[config.mk]
export PLATFORM = sky130hd
export DESIGN_NAME = snd_mix_mac
export DESIGN_NICKNAME = d
export VERILOG_FILES = /design/src/rtl/snd_mix_mac.sv
export SDC_FILE = /design/constraint.sdc
export NUM_CORES = 1
export LEC_CHECK = 0
export CORE_MARGIN = 2
export CORE_UTILIZATION = 54
export CTS_CLUSTER_DIAMETER = 120
export DETAILED_ROUTE_END_ITERATION = 16
export GPL_ROUTABILITY_DRIVEN = 0
export HOLD_SLACK_MARGIN = 0.15
export PLACE_DENSITY_LB_ADDON = 0.25
export SLEW_MARGIN = 20
export SYNTH_ARGS = -nofsm -noshare
export SYNTH_HDL_FRONTEND = slang
export SYNTH_SLANG_ARGS = --single-unit
[constraint.sdc]
create_clock -name i_EMU_MCLK -period 8.6 [get_ports i_EMU_MCLK]
set_clock_uncertainty 0.15 [all_clocks]
set_input_delay 1.29 -clock i_EMU_MCLK [delete_from_list [all_inputs] [get_ports i_EMU_MCLK]]
set_output_delay 1.29 -clock i_EMU_MCLK [all_outputs]
set_load 0.05 [all_outputs]
[src/rtl/snd_mix_mac.sv]
// Stereo mixer: NCH signed sources, per-channel L/R gains, one shared multiplier.
// Define SND_MIX_DCBLOCK_EN to add a per-side DC blocker after output saturation.
module snd_mix_mac #(
  parameter int NCH  = 4,
  parameter int IW   = 16,
  parameter int GW   = 8,
  parameter int FRAC = 6,
  parameter int OW   = 16
) (
  input  logic                       i_EMU_MCLK,
  input  logic                       i_EMU_INITRST_n,
  input  logic                       i_SAMPLE_STB,
  input  logic [NCH*IW-1:0]          i_CH_DATA,
  input  logic                       i_GAIN_WR,
  input  logic [$clog2(NCH):0]       i_GAIN_SEL,
  input  logic [GW-1:0]              i_GAIN_DATA,
  input  logic                       i_OVR_CLR,
  output logic [OW-1:0]              o_SND_L,
  output logic [OW-1:0]              o_SND_R,
  output logic                       o_SAMPLE_VALID,
  output logic                       o_CLIP,
  output logic                       o_BUSY,
  output logic                       o_OVERRUN
);
  localparam int CW = $clog2(NCH);
  localparam int SW = CW + 1;
  localparam int NG = 2 * NCH;
  localparam int PW = IW + GW;
  localparam int AW = IW + GW + CW + 1;
  localparam logic [GW-1:0] UNITY = GW'(2 ** FRAC);
  localparam logic signed [AW-1:0] OMAX = {{(AW-OW+1){1'b0}}, {(OW-1){1'b1}}};
  localparam logic signed [AW-1:0] OMIN = {{(AW-OW+1){1'b1}}, {(OW-1){1'b0}}};

  typedef enum logic [1:0] {S_IDLE, S_MAC, S_OUT} state_t;
  state_t r_state, w_next;

  logic [SW-1:0]             r_idx;
  logic [NG-1:0][GW-1:0]     r_gain_sh, r_gain_act;
  logic [NCH-1:0][IW-1:0]    r_snap;
  logic [1:0][AW-1:0]        r_acc;
  logic [OW-1:0]             r_snd_l, r_snd_r;
  logic                      r_valid, r_clip, r_ovr;

  logic signed [IW-1:0]      w_smp;
  logic signed [GW-1:0]      w_g;
  logic signed [PW-1:0]      w_smp_x, w_g_x, w_prod;
  logic [AW-1:0]             w_prod_x;
  logic [1:0][OW-1:0]        w_res;
  logic [1:0]                w_clp;
  logic                      w_sel_ok;

  always_ff @(posedge i_EMU_MCLK or negedge i_EMU_INITRST_n)
    if (!i_EMU_INITRST_n) r_state <= S_IDLE;
    else                  r_state <= w_next;

  always_comb begin
    w_next = r_state;
    unique case (r_state)
      S_IDLE:  if (i_SAMPLE_STB) w_next = S_MAC;
      S_MAC:   if (r_idx == SW'(NG - 1)) w_next = S_OUT;
      S_OUT:   w_next = S_IDLE;
      default: w_next = S_IDLE;
    endcase
  end

  // Operands are sign-extended to the full product width before multiplying.
  assign w_smp    = r_snap[r_idx[SW-1:1]];
  assign w_g      = r_gain_act[r_idx];
  assign w_smp_x  = {{GW{w_smp[IW-1]}}, w_smp};
  assign w_g_x    = {{IW{w_g[GW-1]}}, w_g};
  assign w_prod   = w_smp_x * w_g_x;
  assign w_prod_x = {{(AW-PW){w_prod[PW-1]}}, w_prod};
  assign w_sel_ok = int'(i_GAIN_SEL[SW-1:1]) < NCH;

  for (genvar s = 0; s < 2; s++) begin : g_side
    logic signed [AW-1:0] w_shr;
    logic                 w_hi, w_lo;
    logic [OW-1:0]        w_sat;
    assign w_shr = $signed(r_acc[s]) >>> FRAC;
    assign w_hi  = w_shr > OMAX;
    assign w_lo  = w_shr < OMIN;
    assign w_sat = w_hi ? OMAX[OW-1:0] : (w_lo ? OMIN[OW-1:0] : w_shr[OW-1:0]);
`ifdef SND_MIX_DCBLOCK_EN
    localparam int DW = OW + 10;
    localparam logic signed [DW-1:0] YMAX = {{11{1'b0}}, {(OW+7){1'b1}}};
    localparam logic signed [DW-1:0] YMIN = {{11{1'b1}}, {(OW+7){1'b0}}};
    localparam logic signed [DW-1:0] QMAX = {{11{1'b0}}, {(OW-1){1'b1}}} >>> 8;
    logic [OW-1:0]          r_xp;
    logic [OW+7:0]          r_yp;
    logic signed [OW+7:0]   w_yd;
    logic signed [DW-1:0]   w_y, w_ysat;
    logic                   w_qhi, w_qlo;
    assign w_yd   = $signed(r_yp) >>> 8;
    assign w_y    = $signed({{10{w_sat[OW-1]}}, w_sat}) - $signed({{10{r_xp[OW-1]}}, r_xp})
                  + $signed({{2{r_yp[OW+7]}}, r_yp}) - $signed({{2{w_yd[OW+7]}}, w_yd});
    assign w_ysat = (w_y > YMAX) ? YMAX : ((w_y < YMIN) ? YMIN : w_y);
    assign w_qhi  = w_ysat > $signed({{10{1'b0}}, OMAX[OW-1:0]});
    assign w_qlo  = w_ysat < $signed({{10{1'b1}}, OMIN[OW-1:0]});
    assign w_res[s] = w_qhi ? OMAX[OW-1:0] : (w_qlo ? OMIN[OW-1:0] : w_ysat[OW-1:0]);
    assign w_clp[s] = w_hi | w_lo | w_qhi | w_qlo;
    always_ff @(posedge i_EMU_MCLK or negedge i_EMU_INITRST_n)
      if (!i_EMU_INITRST_n) begin
        r_xp <= '0;
        r_yp <= '0;
      end else if (r_state == S_OUT) begin
        r_xp <= w_sat;
        r_yp <= w_ysat[OW+7:0];
      end
    logic w_unused_q;
    assign w_unused_q = |QMAX;
`else
    assign w_res[s] = w_sat;
    assign w_clp[s] = w_hi | w_lo;
`endif
  end

  always_ff @(posedge i_EMU_MCLK or negedge i_EMU_INITRST_n)
    if (!i_EMU_INITRST_n) begin
      r_idx      <= '0;
      r_gain_sh  <= {NG{UNITY}};
      r_gain_act <= {NG{UNITY}};
      r_snap     <= '0;
      r_acc      <= '0;
      r_snd_l    <= '0;
      r_snd_r    <= '0;
      r_valid    <= 1'b0;
      r_clip     <= 1'b0;
      r_ovr      <= 1'b0;
    end else begin
      r_valid <= 1'b0;
      r_clip  <= 1'b0;
      // Writes only touch the shadow bank; the active bank latches on the strobe.
      if (i_GAIN_WR && w_sel_ok) r_gain_sh[i_GAIN_SEL] <= i_GAIN_DATA;
      if (i_SAMPLE_STB && r_state != S_IDLE) r_ovr <= 1'b1;
      else if (i_OVR_CLR)                     r_ovr <= 1'b0;
      unique case (r_state)
        S_IDLE: if (i_SAMPLE_STB) begin
          r_snap     <= i_CH_DATA;
          r_gain_act <= r_gain_sh;
          r_acc      <= '0;
          r_idx      <= '0;
        end
        S_MAC: begin
          r_acc[r_idx[0]] <= r_acc[r_idx[0]] + w_prod_x;
          r_idx           <= r_idx + SW'(1);
        end
        S_OUT: begin
          r_snd_l <= w_res[0];
          r_snd_r <= w_res[1];
          r_valid <= 1'b1;
          r_clip  <= |w_clp;
        end
        default: ;
      endcase
    end

  assign o_SND_L        = r_snd_l;
  assign o_SND_R        = r_snd_r;
  assign o_SAMPLE_VALID = r_valid;
  assign o_CLIP         = r_clip;
  assign o_BUSY         = (r_state != S_IDLE);
  assign o_OVERRUN      = r_ovr;
endmodule

==> results of run 1 <==
[kinds of logic (layout without fill, tap and decap cells)]
family,Yosys count,count (layout),synth area share
compound gates,266,266,0.09718
xor+xnor,43,43,0.02115
fa+ha+maj,177,177,0.1682
buf+inv,239,365,0.05066
flops,286,286,0.4030
mux,148,148,0.1034
simple gates,680,680,0.1564
[path summary, 6_finish.rpt]
| path | depth (start not counted) | end | slack [ps] |
|---|---|---|---|
| max | 28 | g_side[1].w_shr[20] | 570 |
| min | 2 | r_gain_act[38] | 310 |
| max reg2reg | 28 | g_side[1].w_shr[20] | 570 |
| min reg2reg | 2 | r_gain_act[38] | 310 |
| max in group asynchronous | 2 | r_idx[0] | 6230 |
| min in group asynchronous | 1 | r_snap[36] | 590 |
[worst min-delay path: stages (launching register included)]
cell and delay, ps:
dfstp_2 370, nand2_1 50, nand2_1 40
[layout make-up]
cell class              count  area [sq um]
multi-input cells        1314          9769
fillers                  2661         12020
inverters                 163         611.8
flip-flops and latches    286          7181
repair buffers            148          1436
clock buffers              47         884.6
clock inverters             7         85.08
well taps                 442         553.0
[placed cells by master, fill, tap and decap left out, drive strengths merged, types with 5 or more instances in the layout]
master and n:
clkdlybuf4s50 114, mux2 107, nor3 11, o21bai 10
buf 34, ha 73, nand2 468, o21a 8
xor2 12, a211o 5, o21ai 74, dfrtp 270
a21o 12, or2 12, clkinv 7, o211ai 6
clkbuf 47, xnor2 31, nor2b 11, nand3 15
nand2b 22, a211oi 8, mux2i 23, a31oi 6
nor2 113, o31ai 8, inv 162, mux4 18
fa 104, a21boi 5, a21oi 69, a22o 44
dfstp 16, and2 16
[what timing repair did]
action                     in CTS  in global routing
gates resized for setup         0                  1
buffers inserted                0                  0
setup endpoints to repair       0                  4
[stage by stage]
stage          utilization  hold WS (ps)  setup WS (ps)
2_1_floorplan            -         282.2          814.8
3_3_place_gp        0.5998         288.8          704.9
3_5_place_dp        0.5998         294.8          499.4
4_1_cts             0.6296         307.3          480.0
5_1_grt             0.6307         318.1          35.09
6_report            0.6307         305.4          574.2
[state kept, by name, summed over array words and instances, names as in the netlist]
register	count
o_CLIP	1
r_snap	64
g_side.w_shr	42
r_gain_sh	64
o_OVERRUN	1
o_SND_R	16
o_SAMPLE_VALID	1
r_idx	3
o_SND_L	16
r_acc	12
r_gain_act	64
r_state	2
[routing by layer]
metal / wire (um) / global-route usage
met1: 17450 / 0.3197
met2: 21180 / 0.4497
met3: 1567 / 0.03091
met4: 1046 / 0.06614
met5: 0 / 0
==> impl_metrics.tcl, run 1 <==
set metrics [dict create \
    run_status "finished clean" \
    postSynthAreaPerCell_sq_um 9.683 \
    fp.dieH_um 185.6 \
    port_buffers 115 \
    globalRouteOverflowTotal 0 \
    rsz0062_at_grt "false" \
    synth.top_cells.by_count "nand2_1 (468), dfrtp_1 (270), inv_1 (162)" \
    leading_area_contributor_after_synthesis "dfrtp_1" \
    crit_required_ps 8930 \
    finalSetupViolations 0 \
    share_of_yosys_cell_area_claimed_by_the_top_area_cell_type 0.3794 \
    timing.critical_path.slowest_cell_delay_ps 660 \
    worstSetupEndpointType "register" \
    yosys_warnings 0 \
    drv_cap 0 \
    viasPerCell 5.526 \
    number_of_global_route_vias_before_repair 13740 \
    slowest_stage "dfrtp_2" \
    detail_route.iter0.violations 924 \
    worst-setup-path-type "reg2reg" \
    cts_sinks 286 \
    numCtsBuffers 30 \
    design.die.area_sq_mm 0.03445 \
    stdcell_count 2407 \
    io-pin-count 116 \
    iteration_count_of_the_initial_detailed_routing_pass 5 \
    timing.critical_path.from "r_idx[2]" \
    clock.fmax_mhz 124.6 \
    grt_pass1_wl_mm 68.41 \
    drc 0 \
    routed_wirelength_mm 41.24 \
    layout-drive-gt1-share 0.1262 \
    synth_sequential_area_ratio 0.4030 \
    slew_headroom 0.3307 \
    critPathLaunchType "register" \
    number_of_buffer_and_inverter_stages_on_the_critical_path 3 \
    yosys_register_bits 286 \
    clk_latency_ps 580 \
    routed-via-count 13300 \
    gr-usage-all-layers 0.2499 \
    yosys.cell_count.top_type "nand2_1" \
    cts_buffer_depth 3 \
    synth-edff-count 0 \
    worst_setup_hold_path_clk_slew_ps 70 \
    min_period_over_period 0.9332 \
    place.detailed.hpwl_mm 29.82 \
    area_growth_pct 15.24 \
    synth_nets 2096 \
    ys_async_sr_fraction 1.000 \
    cp.arrival_ps 8350 \
    r2r-start "r_idx[2]" \
    worst_hold_path_type "reg2reg" \
    wl_per_cell_um 17.13 \
    ranking_of_synthesized_cells_by_area "dfrtp_1 (38%), fa_1 (12%), nand2_1 (9.9%)" \
    ctsRootBufferMaster "clkbuf_16" \
    cts_tree "done" \
    grt_antenna_before_repair 0 \
    post_cts_hold_buffer_count 0 \
    tightestPinTransition_ps 998.5 \
    postRouteAntennaNets 0 \
    dp.cells 2352 \
    detailed_place.area_sq_mm 0.01952 \
    postLayoutCellArea_sq_mm 0.02052 \
    ys.flop_type "dfrtp_1" \
    syn-instance-count 1839 \
    hold_path.startpoint "r_gain_sh[38]" \
    syn_area_sq_mm 0.01781 \
    timing.final.crit_period_ps 8026 \
    cts-htree-levels 1 \
    chipWidth_um 185.6 \
    starting_utilization_of_the_core_area 0.5473 \
    timing.setup.tns_ps 0 \
    pin_count_of_the_biggest_net_entering_global_routing 177 \
    finalHoldViolations 0 \
    synth.lib_cells_used.distinct 55 \
    critPathTopFamily "adder cells" \
    final_max_slew_viol_count 0 \
    num-nets-final 2200 \
    coreArea_sq_mm 0.03254 \
    path_max_fanout 18 \
    antenna_cells 0 \
    floorplan.rows 66 \
]
Power of run 1 is not shown: default switching activity piles up to over one toggle a cycle in this logic, so the estimate is an artifact.
==> run 2: changes to the inputs <==
--- a/config.mk
+++ b/config.mk
@@ -5,6 +5,7 @@
 export SDC_FILE = /design/constraint.sdc
 export NUM_CORES = 1
 export LEC_CHECK = 0
+export CAP_MARGIN = 20
 export CORE_MARGIN = 2
 export CORE_UTILIZATION = 54
 export CTS_CLUSTER_DIAMETER = 120
@@ -12,7 +13,6 @@
 export GPL_ROUTABILITY_DRIVEN = 0
 export HOLD_SLACK_MARGIN = 0.15
 export PLACE_DENSITY_LB_ADDON = 0.25
-export SLEW_MARGIN = 20
 export SYNTH_ARGS = -nofsm -noshare
 export SYNTH_HDL_FRONTEND = slang
 export SYNTH_SLANG_ARGS = --single-unit
==> impl_metrics.tcl, run 2 (synthesis results as in run 1) <==
set metrics [dict create \
    chipWidth_um 185.6 \
    finalHoldViolations 0 \
    viasPerCell 5.498 \
    postRouteAntennaNets 0 \
    timing.final.crit_period_ps 8015 \
    gr-usage-all-layers 0.2499 \
    drv_cap 0 \
    pin_count_of_the_biggest_net_entering_global_routing 177 \
    antenna_cells 0 \
    starting_utilization_of_the_core_area 0.5473 \
    finalSetupViolations 0 \
    floorplan.rows 66 \
    port_buffers 115 \
    cts_tree "done" \
    timing.critical_path.slowest_cell_delay_ps 590 \
    stdcell_count 2407 \
    final_max_slew_viol_count 0 \
    detailed_place.area_sq_mm 0.01952 \
    place.detailed.hpwl_mm 29.82 \
    largestRegisters "r_gain_act (64), r_gain_sh (64), r_snap (64)" \
    crit_required_ps 8930 \
    io-pin-count 116 \
    clk_latency_ps 580 \
    leading_cell_type_in_the_layout_fill_and_taps_excluded "nand2_1" \
    grt_antenna_before_repair 0 \
    worst-setup-path-type "reg2reg" \
    critPathLaunchType "register" \
    rsz0062_at_grt "false" \
    path_max_fanout 14 \
    area_growth_pct 15.11 \
    fillCellCount 2671 \
    cts_sinks 286 \
    wl_per_cell_um 17.10 \
    cp.arrival_ps 8340 \
    worst_hold_path_type "reg2reg" \
    coreArea_sq_mm 0.03254 \
    min_period_over_period 0.9320 \
    clock.fmax_mhz 124.8 \
    numCtsBuffers 30 \
    worstSetupEndpointType "register" \
    crit_path_frequent_cell "fa_1" \
    detail_route.iter0.violations 896 \
    dp.cells 2352 \
    iteration_count_of_the_initial_detailed_routing_pass 5 \
    run_status "finished clean" \
    number_of_global_route_vias_before_repair 13740 \
    cts_buffer_depth 3 \
    postLayoutCellArea_sq_mm 0.02050 \
    fp.dieH_um 185.6 \
    num-nets-final 2200 \
    setup_fix_bufs_post_cts 0 \
    grt_pass1_wl_mm 68.41 \
    slowest_stage "dfrtp_2" \
    cts-htree-levels 1 \
    tightestPinTransition_ps 1103 \
    routed_wirelength_mm 41.15 \
    timing.setup.tns_ps 0 \
    layout-drive-gt1-share 0.1257 \
    slew_headroom 0.2648 \
    worst_setup_hold_path_clk_slew_ps 60 \
    routed-via-count 13230 \
    ctsRootBufferMaster "clkbuf_16" \
    globalRouteOverflowTotal 0 \
    r2r_slack_ps 580 \
    drc 0 \
    most-common-layout-cells "nand2_1 (467), dfrtp_1 (267), inv_1 (162)" \
    design.die.area_sq_mm 0.03445 \
]
run 2: cell count changes in the layout (fill, tap and decap cells not counted):
cell,change
buf_16,-1
o21ai_1,+1
o21ai_2,-1
buf_4,+1
run 2: what timing repair did:
action	CTS	global route
endpoints found under the setup margin	0	4
resized for setup	0	1
hold buffers	0	0
run 2: metrics by stage:
step                hold slack (ps)  worst slack, ps  utilization
finish                        306.1            584.8       0.6300
global placement              288.8            704.9       0.5998
detailed placement            294.8            499.4       0.5998
CTS                           307.3            480.0       0.6296
global route                  318.1            35.09       0.6300
floorplan                     282.2            814.8            -
run 2: path summary, 6_finish.rpt:
check / startpoint / to / cells past startpoint
max: r_idx[0] / g_side[1].w_shr[20] / 29
max in group asynchronous: i_EMU_INITRST_n / r_idx[0] / 2
max reg2reg: r_idx[0] / g_side[1].w_shr[20] / 29
min: r_gain_act[62] / r_gain_act[62] / 2
min reg2reg: r_gain_act[62] / r_gain_act[62] / 2
min in group asynchronous: i_EMU_INITRST_n / r_snap[36] / 1
run 2: layout make-up:
| class | instances | area (sq um) | area share |
|---|---|---|---|
| Clock buffer | 47 | 884.6 | 0.04316 |
| Clock inverter | 7 | 85.08 | 0.004151 |
| Inverter | 163 | 611.8 | 0.02985 |
| Multi-Input combinational cell | 1314 | 9766 | 0.4764 |
| Sequential cell | 286 | 7181 | 0.3503 |
| Tap cell | 442 | 553.0 | 0.02698 |
| Timing Repair Buffer | 148 | 1416 | 0.06910 |
run 2: layer usage:
metal	track usage	wire length (um)	up-vias
met5	0	0	-
met4	0.06614	1039	0
li1	-	-	6231
met3	0.03091	1538	80
met2	0.4497	21140	285
met1	0.3197	17440	6638
run 2: worst max-delay path: cells and delay by family, from the launching register on:
family	cells	cell delay (ps)
and+or+nand+nor	6	990
adders and majority gates	6	2850
AOI/OAI and AO/OA	9	1720
DFF	1	590
muxes	2	690
xor gates and xnor gates	2	430
buffers and inverters	4	470
Power of run 2 is left out for the same reason.
==> run 3: changes to the inputs <==
--- a/config.mk
+++ b/config.mk
@@ -9,6 +9,7 @@
 export CORE_MARGIN = 2
 export CORE_UTILIZATION = 54
 export CTS_CLUSTER_DIAMETER = 120
+export CTS_CLUSTER_SIZE = 12
 export DETAILED_ROUTE_END_ITERATION = 16
 export GPL_ROUTABILITY_DRIVEN = 0
 export HOLD_SLACK_MARGIN = 0.15
==> constraint.sdc (replaced) <==
create_clock -name i_EMU_MCLK -period 9.4 [get_ports i_EMU_MCLK]
set_clock_uncertainty 0.15 [all_clocks]
set_input_delay 1.41 -clock i_EMU_MCLK [delete_from_list [all_inputs] [get_ports i_EMU_MCLK]]
set_output_delay 1.41 -clock i_EMU_MCLK [all_outputs]
set_load 0.05 [all_outputs]
==> impl_metrics.tcl, run 3 (synthesis results as in run 1) <==
set metrics [dict create \
    starting_utilization_of_the_core_area 0.5473 \
    port_buffers 115 \
    slew_headroom 0.2295 \
    worst_setup_hold_path_clk_slew_ps 70 \
    design.die.area_sq_mm 0.03445 \
    tightestPinTransition_ps 1151 \
    detail_route.iter0.violations 939 \
    finalSetupViolations 0 \
    slowest_stage "dfrtp_2" \
    io-pin-count 116 \
    globalRouteOverflowTotal 0 \
    num-nets-final 2192 \
    clk_latency_ps 560 \
    drv_cap 0 \
    utilization 0.6233 \
    place.detailed.hpwl_mm 29.11 \
    floorplan.rows 66 \
    postLayoutCellArea_sq_mm 0.02028 \
    iteration_count_of_the_initial_detailed_routing_pass 5 \
    detailed_place.area_sq_mm 0.01946 \
    numCtsBuffers 27 \
    largestRegisters "r_gain_act (64), r_gain_sh (64), r_snap (64)" \
    cp.arrival_ps 8690 \
    postRouteAntennaNets 0 \
    chipWidth_um 185.6 \
    timing.critical_path.slowest_cell_delay_ps 680 \
    ctsRootBufferMaster "clkbuf_16" \
    number_of_global_route_vias_before_repair 14030 \
    cts_sinks 286 \
    hold_path.startpoint "r_gain_sh[62]" \
    run_status "finished clean" \
    final_max_slew_viol_count 0 \
    worstSetupEndpointType "register" \
    timing.setup.tns_ps 0 \
    worst-setup-path-type "reg2reg" \
    grt_pass1_wl_mm 70.02 \
    r2r-start "r_idx[1]" \
    postCtsResizedCells 0 \
    cts_tree "done" \
    cts_buffer_depth 3 \
    critPathLaunchType "register" \
    pin_count_of_the_biggest_net_entering_global_routing 174 \
    setup_fix_bufs_post_cts 0 \
    coreArea_sq_mm 0.03254 \
    timing.critical_path.from "r_idx[1]" \
    clock.fmax_mhz 118.9 \
    gr-usage-all-layers 0.2543 \
    fp.dieH_um 185.6 \
    leading_cell_type_in_the_layout_fill_and_taps_excluded "nand2_1" \
    routed_wirelength_mm 41.69 \
    routed-via-count 13250 \
    worst_hold_path_type "reg2reg" \
    drc 0 \
    cts-htree-levels 1 \
    rsz0062_at_grt "false" \
    finalHoldViolations 0 \
    post_cts_hold_buffer_count 0 \
    wl_per_cell_um 17.39 \
    most-common-layout-cells "nand2_1 (467), dfrtp_1 (267), inv_1 (162)" \
    path_max_fanout 17 \
    grt_antenna_before_repair 0 \
    viasPerCell 5.526 \
    timing.final.crit_period_ps 8411 \
    layout-drive-gt1-share 0.1150 \
    crit_required_ps 9680 \
    min_period_over_period 0.8948 \
    area_growth_pct 13.89 \
    antenna_cells 0 \
]
==> run 3: changes by cell type in the layout (fill, tap and decap cells not counted), sizes merged <==
cell,before,now
clkbuf,47,49
clkinv,7,1
inv,162,163
buf,34,29
bufinv,1,0
==> run 3: worst paths after layout <==
| path | endpoint | slack (ps) | cells past startpoint |
|---|---|---|---|
| worst max-delay path | g_side[0].w_shr[19] | 990 | 29 |
| worst min-delay path | r_gain_act[62] | 310 | 2 |
| worst max register to register | g_side[0].w_shr[19] | 990 | 29 |
| worst min register to register | r_gain_act[62] | 310 | 2 |
| max in group asynchronous | r_idx[1] | 6840 | 2 |
| min in group asynchronous | r_snap[35] | 740 | 1 |
==> run 3: area by class of cell <==
class / count / area [sq um]
clock buffers: 49 / 768.2
flip-flops and latches: 286 / 7181
repair buffers: 143 / 1391
multi-input cells: 1314 / 9756
clock inverters: 1 / 20.02
inverters: 163 / 611.8
fillers: 2720 / 12260
well taps: 442 / 553.0
==> run 3: routing by layer <==
layer / up-vias / GRT usage / part of all wire
li1: 6228 / - / -
met1: 6677 / 0.3277 / 0.42
met2: 272 / 0.4584 / 0.52
met3: 74 / 0.02661 / 0.036
met4: 0 / 0.06835 / 0.025
met5: - / 0 / 0
==> run 3: critical path: cells and delay by family, from the launching register on <==
kind | cells | cell delay, ps
XOR/XNOR | 1 | 150
adder cells (fa/ha/maj) | 6 | 2690
buffers and inverters | 4 | 510
flip-flops | 1 | 680
AND/OR/NAND/NOR | 2 | 260
multiplexers | 2 | 900
AO/OA/AOI/OAI | 14 | 2930
==> run 3: stage by stage <==
step | hold WS [ps] | instances | setup WS [ps]
finish | 308.8 | 2398 | 988.7
global route | 319.6 | 2398 | 335.0
CTS | 309.3 | 2396 | 1021
detailed placement | 295.4 | 2346 | 1051
global placement | 289.9 | 2344 | 1335
floorplan | 282.2 | 1839 | 1615
Power of run 3 is left out for the same reason.
